--- src/rtl/pwm_ctrl_pkg.sv ---
// pwm_ctrl_pkg: shared state encoding, full-scale constant and target clamp for the PWM ramp controller.
package pwm_ctrl_pkg;

    typedef enum logic {ST_IDLE, ST_RAMP} state_t;

    localparam int PWM_R = 8;

    function automatic logic [31:0] full_scale(input int r);
        return 32'(1) << r;
    endfunction

    localparam logic [31:0] FULL_SCALE = full_scale(PWM_R);

    function automatic logic [31:0] clamp_target(input logic [31:0] t, input logic [31:0] fs);
        return (t > fs) ? fs : t;
    endfunction

endpackage

--- src/rtl/pwm_dwell_cnt.sv ---
// pwm_dwell_cnt: counts PWM periods and flags the period that completes a dwell interval.
module pwm_dwell_cnt #(
    parameter int DWELL_BITS = 8
) (
    input  logic                  clk,
    input  logic                  reset_n,
    input  logic                  i_clear,
    input  logic                  i_period_end,
    input  logic [DWELL_BITS-1:0] i_dwell,
    output logic                  o_step
);

    logic [DWELL_BITS-1:0] r_cnt;

    // Combinational so the duty step lands on the edge that samples period_end.
    assign o_step = i_period_end && (r_cnt == i_dwell - DWELL_BITS'(1));

    always_ff @(posedge clk or negedge reset_n) begin
        if (!reset_n)
            r_cnt <= '0;
        else if (i_clear)
            r_cnt <= '0;
        else if (i_period_end)
            r_cnt <= o_step ? '0 : r_cnt + DWELL_BITS'(1);
    end

endmodule

--- src/rtl/pwm_ramp_ctrl.sv ---
// pwm_ramp_ctrl: accepts ramp commands and walks the PWM duty one step at a time toward the target.
module pwm_ramp_ctrl
    import pwm_ctrl_pkg::*;
#(
    parameter int R          = PWM_R,
    parameter int TIMER_BITS = 15,
    parameter int DWELL_BITS = 8,
    parameter int FINAL_INIT = 1
) (
    input  logic                  clk,
    input  logic                  reset_n,
    input  logic                  cmd_valid,
    output logic                  cmd_ready,
    input  logic [R:0]            cmd_target,
    input  logic [DWELL_BITS-1:0] cmd_dwell,
    input  logic [TIMER_BITS-1:0] cmd_final_value,
    input  logic                  period_end,
    input  logic                  abort,
    output logic [R:0]            duty,
    output logic [TIMER_BITS-1:0] final_value,
    output logic                  busy,
    output logic                  done
);

    localparam logic [R:0] FS = (R + 1)'(full_scale(R));

    state_t                r_state, w_state_nxt;
    logic [R:0]            r_duty, r_target, w_target, w_next_duty;
    logic [DWELL_BITS-1:0] r_dwell, w_dwell;
    logic [TIMER_BITS-1:0] r_final;
    logic                  r_done;
    logic                  w_accept, w_step, w_reach, w_adv;

    assign w_target    = (R + 1)'(clamp_target(32'(cmd_target), 32'(FS)));
    assign w_dwell     = (cmd_dwell == '0) ? DWELL_BITS'(1) : cmd_dwell;
    assign w_accept    = cmd_valid && cmd_ready;
    assign w_next_duty = (r_target > r_duty) ? r_duty + (R + 1)'(1) : r_duty - (R + 1)'(1);
    assign w_reach     = (w_next_duty == r_target);
    // Abort outranks a coincident step, so the duty freezes where it was.
    assign w_adv       = (r_state == ST_RAMP) && w_step && !abort;

    pwm_dwell_cnt #(.DWELL_BITS(DWELL_BITS)) u_dwell (
        .clk         (clk),
        .reset_n     (reset_n),
        .i_clear     (w_accept),
        .i_period_end(period_end && (r_state == ST_RAMP)),
        .i_dwell     (r_dwell),
        .o_step      (w_step)
    );

    always_ff @(posedge clk or negedge reset_n) begin
        if (!reset_n)
            r_state <= ST_IDLE;
        else
            r_state <= w_state_nxt;
    end

    always_comb begin
        w_state_nxt = r_state;
        if (r_state == ST_IDLE)
            w_state_nxt = (w_accept && (w_target != r_duty)) ? ST_RAMP : ST_IDLE;
        else if (abort || (w_step && w_reach))
            w_state_nxt = ST_IDLE;
    end

    always_ff @(posedge clk or negedge reset_n) begin
        if (!reset_n) begin
            r_duty   <= '0;
            r_target <= '0;
            r_dwell  <= DWELL_BITS'(1);
            r_final  <= TIMER_BITS'(FINAL_INIT);
            r_done   <= 1'b0;
        end else begin
            r_done <= 1'b0;
            if (w_accept) begin
                r_target <= w_target;
                r_dwell  <= w_dwell;
                r_final  <= cmd_final_value;
                r_done   <= (w_target == r_duty);
            end
            if (w_adv) begin
                r_duty <= w_next_duty;
                r_done <= w_reach;
            end
        end
    end

    // Ready stays low through the done cycle so the next accept follows it.
    assign cmd_ready   = (r_state == ST_IDLE) && !r_done;
    assign busy        = (r_state == ST_RAMP);
    assign duty        = r_duty;
    assign final_value = r_final;
    assign done        = r_done;

endmodule

--- config.mk ---
export PLATFORM = sky130hd
export DESIGN_NAME = pwm_ramp_ctrl
export DESIGN_NICKNAME = d
export VERILOG_FILES = /design/src/rtl/pwm_ctrl_pkg.sv /design/src/rtl/pwm_dwell_cnt.sv /design/src/rtl/pwm_ramp_ctrl.sv
export SDC_FILE = /design/constraint.sdc
export NUM_CORES = 1
export LEC_CHECK = 0
export ABC_AREA = 1
export CAP_MARGIN = 20
export CORE_ASPECT_RATIO = 0.9
export CORE_MARGIN = 2
export CORE_UTILIZATION = 51
export DETAILED_ROUTE_END_ITERATION = 12
export PLACE_DENSITY = 0.79
export SYNTH_ARGS = -nofsm -noshare
export SYNTH_HDL_FRONTEND = slang
export SYNTH_SLANG_ARGS = --single-unit
--- constraint.sdc ---
create_clock -name clk -period 6.65 [get_ports clk]
set_input_delay 0.665 -clock clk [delete_from_list [all_inputs] [get_ports clk]]
set_output_delay 0.665 -clock clk [all_outputs]
set_load 0.05 [all_outputs]
After elaboration in Yosys (flattened, before gate mapping):

Index checks and enable logic that the tools add are counted.

* add/sub/neg operators: 4
* $lt $le $gt $ge: 2
* equal/unequal tests: 4
* muxes and demuxes: 11
* bitwise operators: 1
* reduce and logical (&&, ||, !) cells: 13

Operators with widths (number)
* two-way mux 8 bit: 4
* equality test 9 bit: 2
* two-way mux 9 bit: 2
* adder 9 x 1 -> 9 bit, second input constant: 1
* greater-than comparator 9 bit: 1
* greater-than comparator 9 bit, second input constant: 1
* != test 9 bit: 1
* subtractor 9 x 1 -> 9 bit, second input constant: 1
* adder 8 x 1 -> 8 bit, second input constant: 1
* equality test 8 bit: 1
* logical AND 1 bit: 8
* logical NOT 8 bit: 1
* subtractor 8 x 1 -> 8 bit, second input constant: 1
* two-way mux 1 bit: 5
* logical NOT 1 bit: 2
* nonzero test 2 bit: 1
* logical OR 1 bit: 1
* NOT 1 bit: 1

* flip-flop bits (word level): 51
* bits of input ports: 37
* output and inout bits: 27
* logic and storage cells: 42

Logic depth before layout (Yosys ltp):

Gate-level depths: netlist of run 1.

* depth in word-level cells: 7
* gate-level depth with buffers: 25
* depth with buffers taken out: 25

Modules after synthesis:

Synthesis of run 1 repeated with hierarchy kept, for this count alone.

* cells, all modules: 484
* area, all modules: 3408.3 um2

Modules (own cells, without submodules)
* pwm_ramp_ctrl: times used 1, cells each 358, area each 2603.7 um2, sequential area each 1078.5 um2
* pwm_dwell_cnt: times used 1, cells each 126, area each 804.5 um2, sequential area each 200.2 um2

Worst setup path before layout of run 1:

OpenSTA, ideal clock, no wires.

* path kind: flip-flop to flip-flop
* start point: register r_duty[8], in the netlist duty[8]
* end point: register r_state, in the netlist busy
* setup time: 0.116 ns
* arrival time: 3.102 ns
* required time: 6.534 ns
* setup slack: 3.431 ns
* stages on the path, launching flop included: 24
* buffers on the path: 0
* clock period less this slack: 3.219 ns
* cells stage by stage: dfrtp_1 > inv_1 > ha_1 > nand2_1 > inv_1 > a21oi_1 > nand3_1 > nand2_1 > inv_1 > fa_1 > inv_1 > nand3_1 > nand2_1 > nand2_1 > nand2_1 > inv_1 > nand2_1 > nand2_1 > nor2_1 > nand3b_1 > nor2_1 > nand3_1 > nand2_1 > nand2_1

* word-level cells in the longest chain between the ends: 7
* elaborated cells on any way between the ends: 12
* classes of those cells: 2 x add/sub; 1 x order compare; 2 x eq/ne; 4 x mux; 3 x reduce/logical

Ends and longest elaborated chain
* start, declared: line pwm_ramp_ctrl.sv:28 `logic [R:0] r_duty, r_target, w_target, w_next_duty;`
* start signal, assigned: line pwm_ramp_ctrl.sv:82 `r_duty <= w_next_duty;`
* subtractor 9 x 1 -> 9 bit, or another cell as far along: line pwm_ramp_ctrl.sv:37 `assign w_next_duty = (r_target > r_duty) ? r_duty + (R + 1)'(1) : r_duty - (R + 1)'(1);`
* two-way mux 9 bit: line pwm_ramp_ctrl.sv:37
* equality test 9 bit: line pwm_ramp_ctrl.sv:38 `assign w_reach = (w_next_duty == r_target);`
* logical AND 1 bit: line pwm_ramp_ctrl.sv:62 `else if (abort || (w_step && w_reach))`
* logical OR 1 bit: line pwm_ramp_ctrl.sv:62
* two-way mux 1 bit: line pwm_ramp_ctrl.sv:62
* two-way mux 1 bit (*): line pwm_ramp_ctrl.sv:60 `if (r_state == ST_IDLE)`
* named net w_state_nxt: line pwm_ramp_ctrl.sv:27 `state_t r_state, w_state_nxt;`
* end signal, assigned: line pwm_ramp_ctrl.sv:55 `r_state <= w_state_nxt;`
* end, declared: line pwm_ramp_ctrl.sv:27

The timed path passes the listed nets; every way through them passes the cells marked *.
A chain may end at the register's enable or synchronous reset.

Final worst setup path of run 1:

Same ends and word-level chain as after synthesis.

==> results of run 1 <==
-- placed cells by master, fill, tap and decap left out --
cell	instances
clkdlybuf4s50_1	62
nand2_1	157
ha_1	20
o22ai_1	5
dfstp_2	2
a21oi_1	14
nor3_1	4
clkbuf_8	5
o211ai_1	1
nand2_2	2
inv_6	1
clkinvlp_4	2
dfrtp_1	49
nor3_4	1
nand3_2	1
o21ai_1	2
o21ai_2	7
nand3b_1	3
o21ai_0	20
xor2_1	18
fa_1	1
nand4_1	4
o2111ai_1	1
nor4_1	2
nor2_2	1
nor2_1	25
nor3_2	1
xnor2_1	7
inv_1	59
o21a_1	1
buf_2	1
nand3_1	24
buf_4	2
-- state kept, by name, summed over array words and instances, names as in the netlist --
name           flops
final_value       15
duty               9
r_target           9
r_dwell            8
u_dwell.r_cnt      8
busy               1
done               1
-- power by group through the flow --
| stage | registers [W] | logic [W] | clock network, W |
|---|---|---|---|
| after detailed placement | 0.000447 | 0.000819 | 0 |
| after global routing | 0.000452 | 0.000923 | 0.000205 |
| after global placement | 0.000444 | 0.000804 | 0 |
| after CTS | 0.000442 | 0.000825 | 0.000194 |
| final | 0.000442 | 0.000828 | 0.000187 |
| after floorplan | 0.000561 | 0.000478 | 0 |
-- worst paths after layout --
kind	startpoint	slack (ps)	to	depth (start not counted)
hold reg to reg	final_value[0]$_DFFE_PN1P_	480	final_value[0]$_DFFE_PN1P_	2
setup / recovery	duty[8]$_DFFE_PN0P_	3250	busy$_DFF_PN0_	23
hold / removal	reset_n	460	u_dwell.r_cnt[1]$_DFFE_PN0P_	2
max in group asynchronous	reset_n	5760	final_value[11]$_DFFE_PN0P_	2
min in group clk	final_value[0]$_DFFE_PN1P_	480	final_value[0]$_DFFE_PN1P_	2
setup reg to reg	duty[8]$_DFFE_PN0P_	3250	busy$_DFF_PN0_	23
-- final cells by class --
type	count	area, µm²
fillers	538	2080
multi-input cells	322	1720
flip-flops and latches	51	1280
repair buffers	65	641
inverters	59	221
well taps	87	109
clock buffers	5	68.8
clock inverters	3	23.8
-- logic make-up (layout without fill, tap and decap cells) --
group	after synthesis	count (layout)	share of synthesized area, %
xor+xnor	25	25	6.72
compound gates	51	51	9.10
flops	51	51	39.2
fa+ha+maj	21	21	8.29
buf+inv	66	132	7.83
simple gates	225	225	28.8
-- layer usage --
layer  GRT usage (%)  up-vias  share of wire, %
li1                -     1516                 -
met1            34.2     1359                48
met2            38.0       78                46
met3            3.93        7               5.0
met4            6.06        0               1.0
met5               0        -                 0
-- worst max-delay path, cell delays in order, from the launching register on --
cell,delay (ps)
dfrtp_1,420
inv_1,130
ha_1,330
nand2_1,120
inv_1,50
a21oi_1,150
nand3_1,110
nand2_1,340
inv_1,100
fa_1,390
inv_1,100
nand3_1,90
nand2_1,100
nand2_1,60
nand2_1,100
inv_1,70
nand2_1,50
nand2_1,40
nor2_1,110
nand3b_1,90
nor2_1,150
nand3_1,90
nand2_1,60
nand2_1,40
-- metrics by stage --
| stage | power, W | setup WS, ps |
|---|---|---|
| finish | 0.00146 | 3250 |
| global route | 0.00158 | 2870 |
| CTS | 0.00146 | 3290 |
| detailed placement | 0.00127 | 3330 |
| global placement | 0.00125 | 3390 |
| floorplan | 0.00104 | 3430 |
==> results by group, run 1 <==
Synth
  – Fraction of registers with async set or reset after synthesis: 100%
  – Number of distinct library cells after synthesis: 29
  – Synthesized Nets: approximately 500
  – Synth Flop Type: dfrtp_1
  – Post-synth EDFFs: 0
  – Yosys reg bits: 51
  – Area leader, netlist: dfrtp_1
  – Synth top cells by count: 157 x nand2_1, 59 x inv_1, 49 x dfrtp_1
  – Mapped Cells: 439
  – Synth area leaders: dfrtp_1 38%, nand2_1 18%, ha_1 7.7%
  – Syn Std Cell Area: 3260 µm²
  – Post-synth top area share: a little under two fifths
  – Post-synthesis sequential area ratio: 39.2%
  – Synth warn: 0
  – Most frequent cell after synthesis: nand2_1
  – Avg Cell Area, Syn: 7.42 µm²

Hold path
  – Hold crit path type: input port to asynchronous set/reset pin

Status
  – Outcome: finished clean

Global route
  – Largest net degree at the start of global routing: 52
  – Global-route wire length before repair: 13,200 µm
  – Initial antenna violation count: 0
  – Total gr overflow: 0
  – Vias in the first global route: 2,839
  – Total GRT Usage: 24.0%

Die
  – Row count: 27
  – Starting density of the core: 53.0%
  – Die Ht: 79.8 µm
  – I/O Pins: 64
  – Die ar.: 7040 µm²
  – Die W: ~90 µm
  – Core area: 6150 µm²

Cells and area
  – Design area: 4070 µm²
  – Share of cells above drive strength 1: 5.15%
  – Nets: 562
  – Antenna cell count: 0
  – Area grow syn2layout: 24.8%
  – Core Util, Final: between 60% and 70%
  – Final non-filler cell total: 592

Setup path
  – Crit path DAT: 3620 ps
  – Critical Path RT: 6860 ps
  – Critical path class: register to register
  – Crit end category: register
  – Crit Path Max Fanout: 11
  – Crit path launch type: register

Power
  – Logic pwr share: 56.8%
  – Sw frac: 48.7%
  – Standby leakage power: 2.02 nW
  – Part of the power in registers: 30.3%
  – Worst vdd ir: 0.206 mV
  – Clock power frac: ~13%
  – Pwr Density: 359 nW/µm²
  – Int Power: 0.000748 W
  – Sw power: a little over 0.0007 W

Placement
  – Port bufs: between 60 and 70
  – Cells after DPL: 584
  – Post-place instance area: 3970 µm²
  – Placer Congestion: slightly above 1
  – Post-DP HPWL: around 5900 µm

Clock tree
  – Worst skew pair latency: between 300 and 400 ps
  – CTS tree: done
  – Hold buffer count at CTS: 0
  – CTS sink count: 51
  – CTS max path bufs: 2
  – CTS Buf Count: 5
  – H-tree depth: 2
  – Root buffer cell: clkbuf_8
  – Reg clk slew, reported paths: 100 ps
  – Post-CTS setup buffer count: 0
  – Cts repair resizes: 0

STA
  – Fmax: slightly below 300 MHz
  – Clock skew: approximately 11 ps
  – Max-slew headroom: 49.8%
  – Final Hold Violating Endpoints: 0
  – Minimum clock period: 3400 ps
  – Max Slew Vio Count: 0
  – Setup TNS: 0 ps
  – Fin crit share: 51.2%
  – Least-Margin Pin Slew: between 700 and 800 ps
  – Hold WS: 456 ps
  – Final setup vio count: 0
  – RSZ-0062 raised after global routing: no

Drt
  – Wirelength, routed: 7730 µm
  – Number of DRC markers in iteration 0: between 200 and 250
  – DRT antenna net count: 0
  – Drt first pass iters: 5
  – Vias per std cell: about 5.0
  – Wirelength per Cell: 13.1 µm
  – DRC errors left: 0
  – Vias: ~3,000

Run
  – Max-cap viol count: 0
Note: power is estimated with default switching activity, not from simulation.
==> run 2: changes to the inputs <==
Clock period 6.65 ns to 3.4 ns, I/O delays scaled along.
==> run 2 against run 1 <==
- clock-buffer cell count rose by 2
- register-to-register slack worse by 3000 ps
- fmax grew 8.7%
- global-route usage is 0.28 points higher
- sequential share of layout area fell by 0.85 points
- clock power up 110%
- power grew 110%
- clock skew rose by 3.7 ps
- critical path depth fell by 1
- combinational power up 110%
- critical endpoint unchanged
==> results by group, run 2 (synthesized netlist as in run 1, its figures left out) <==
Status
  – Outcome: finished clean

Global route
  – GR Util met2: 36.6% (-1.4 points)
  – Vias in the first global route: 2,821 (-0.63%)
  – Met3 global-route usage: 4.45% (+0.52 points)
  – Largest net degree at the start of global routing: 42 (-19%)
  – Total gr overflow: 0 (unchanged)
  – Total GRT Usage: 24.3% (+0.28 points)
  – Global-route wire length before repair: 13,300 µm (+1.1%)
  – GR peak layer: met2
  – Met1 GRT Util: 35.8% (+1.6 points)
  – Initial antenna violation count: 0 (unchanged)

Power
  – Clock power frac: 13.2% (+0.3 points)
  – Sw frac: 47.6% (-1.1 points)
  – Sw power: 0.00143 W (+100%)
  – Worst vdd ir: 0.480 mV (+130%)
  – Int Power: 0.00157 W (+110%)
  – Power Total: 0.00300 W (+110%)
  – Part of the power in registers: 28.5% (-1.8 points)
  – Standby leakage power: 2.08 nW (+3.1%)
  – Logic pwr share: 58.4% (+1.6 points)
  – Pwr Density: 716 nW/µm² (+100%)

Cells and area
  – Nets: 573 (+2.0%)
  – Largest register FFs: 15 (unchanged)
  – Fillcell total: 533 (-0.93%)
  – Antenna cell count: 0 (unchanged)
  – Share of cells above drive strength 1: 9.30% (+4.2 points)
  – Most frequent cells in the layout: 155 x nand2_1, 62 x clkdlybuf4s50_1, 57 x inv_1
  – Final non-filler cell total: 603 (+1.9%)
  – Commonest non-fill, non-tap cell in the layout: nand2_1
  – Multi-input gate area in the final layout: 1760 µm² (+1.9%)
  – Area grow syn2layout: 28.5%
  – Register area: 1280 µm² (+0.20%)

Setup path
  – Worst r2r path cells: 22 (-4.3%)
  – Slowest CP cell: dfrtp_1
  – Crit end category: register
  – Critical-path cell list: inv_2 > ha_1 > nand2_2 > nor2_2 > nand4_1 > nand2_4 > inv_1 > fa_1 > inv_2 > nand3_1 > nand2_1 > nand2_1 > nand2_1 > inv_1 > nand2_1 > nand2_1 > nor2_1 > nand3b_1 > nor2_2 > nand3_1 > nand2_1 > nand2_1
  – Crit Path Max Fanout: 5 (-6)
  – Most common cell on crit path: nand2_1
  – Critical path class: register to register
  – Crit path launch type: register
  – Slowest stage delay, CP: 430 ps (about the same)
  – Critical Path RT: 3620 ps (-3240 ps)
  – Crit path DAT: 3350 ps (-270 ps)

Drt
  – DRT antenna net count: 0 (unchanged)
  – Vias per std cell: 5.02 (+0.50%)
  – Vias: 3,030 (+2.4%)
  – Wirelength, routed: 8060 µm (+4.2%)
  – Wirelength per Cell: 13.4 µm (+2.3%)
  – Number of DRC markers in iteration 0: 230 (+7.5%)
  – DRC errors left: 0 (unchanged)
  – Drt first pass iters: 5 (unchanged)

Clock tree
  – Reg clk slew, reported paths: 100 ps (about the same)
  – CTS max path bufs: 2 (unchanged)
  – CTS sink count: 51 (unchanged)
  – H-tree depth: 2 (unchanged)
  – Worst skew pair latency: 320 ps (about the same)
  – CTS Buf Count: 5 (unchanged)
  – Root buffer cell: clkbuf_8
  – CTS tree: done

Placement
  – Worst slack, placed: 13.3 ps (-3310 ps)
  – Port bufs: 63 (unchanged)
  – Placer Congestion: 0.969 (-3.6%)
  – Cells after DPL: 587 (+0.51%)
  – Post-DP HPWL: 6160 µm (+3.7%)

STA
  – Clock skew: 15.2 ps (+3.75 ps)
  – Hold WS: 87.7 ps (-368 ps)
  – Setup TNS: 0 ps (unchanged)
  – Final setup vio count: 0 (unchanged)
  – Fmax: 319 MHz (+8.7%)
  – Max Slew Vio Count: 0 (unchanged)
  – Final setup slack of the worst path: 269 ps (-2980 ps)
  – Final Hold Violating Endpoints: 0 (unchanged)
  – Minimum clock period: 3130 ps (-273 ps)
  – Least-Margin Pin Slew: 754 ps (+1.74 ps)
  – Max-slew headroom: 49.7% (-0.12 points)
  – Fin crit share: 92.1% (+41 points)

Hold path
  – Hold crit path type: input port to asynchronous set/reset pin

Die
  – Core area: 6150 µm² (unchanged)
  – I/O Pins: 64 (unchanged)
  – Row count: 27 (unchanged)
  – Die ar.: 7040 µm² (unchanged)
  – Die W: 88.3 µm (unchanged)
  – Starting density of the core: 53.0% (unchanged)
  – Die Ht: 79.8 µm (unchanged)

Run
  – Max-cap viol count: 0 (unchanged)
run 2: changes by cell type in the layout (fill, tap and decap cells not counted), moves of 2 or more:
cell / before / now
nor2_1: 25 / 23
inv_1: 59 / 57
buf_4: 2 / 12
inv_2: 0 / 2
nand2_1: 157 / 155
dfrtp_1: 49 / 47
clkbuf_8: 5 / 7
dfrtp_2: 0 / 2
nand2_2: 2 / 4
nor2_2: 1 / 3
run 2: what timing repair did:
item                                    CTS  global route
buffers inserted                          0             7
endpoints found under the setup margin    1             2
gates cloned                              0             1
gates resized for setup                   1            11
hold endpoints to repair                  0             0
hold buffers                              0             0
pin swaps                                 0             3
run 2: cell type report:
cell class | count | area share [%]
clock inverter | 1 | 0.179
clock buffer | 7 | 2.30
inverter | 59 | 5.29
timing repair buffer | 75 | 17.1
sequential | 51 | 30.6
tap | 87 | 2.60
multi-input combinational | 323 | 41.9
run 2: power by group through the flow:
stage | Clock, W | Sequential (W) | Combinational (W)
after floorplan | 0 | 0.00110 | 0.000935
after global placement | 0 | 0.000857 | 0.00160
after detailed placement | 0 | 0.000862 | 0.00165
after CTS | 0.000400 | 0.000851 | 0.00166
after global routing | 0.000433 | 0.000871 | 0.00193
final | 0.000395 | 0.000854 | 0.00175
run 2: metrics by stage:
stage / util (%) / instance area [µm²]
final: 68.1 / 4190
after global routing: 68.1 / 4190
after CTS: 66.7 / 4100
after detailed placement: 65.0 / 4000
after global placement: 65.0 / 4000
after floorplan: - / 3260
run 2: worst max-delay path: cells and delay by family (launching register included):
family | cells | cell delay (ps)
buffers and inverters | 4 | 300
adders and majority gates | 2 | 720
and+or+nand+nor | 16 | 1600
DFF | 1 | 430
run 2: worst paths after layout:
check | from | to | slack [ps]
worst max-delay path | duty[8]$_DFFE_PN0P_ | busy$_DFF_PN0_ | 270
worst min-delay path | reset_n | r_target[5]$_DFFE_PN0P_ | 90
worst max register to register | duty[8]$_DFFE_PN0P_ | busy$_DFF_PN0_ | 270
worst min register to register | final_value[8]$_DFFE_PN0P_ | final_value[8]$_DFFE_PN0P_ | 490
max in group asynchronous | reset_n | final_value[0]$_DFFE_PN1P_ | 2510
min in group clk | final_value[8]$_DFFE_PN0P_ | final_value[8]$_DFFE_PN0P_ | 490
run 2: layer usage:
layer,vias up,routed length [µm],part of all wire [%]
li1,1539,-,-
met1,1386,3810,47
met2,98,3700,46
met3,7,452,5.6
met4,0,97,1.2
met5,-,0,0
==> run 3: changes to the inputs <==
Settings changed: CTS_CLUSTER_SIZE set to 25.
==> results of run 3 <==
Final layout, timing and power as in run 2 (identical DEF).
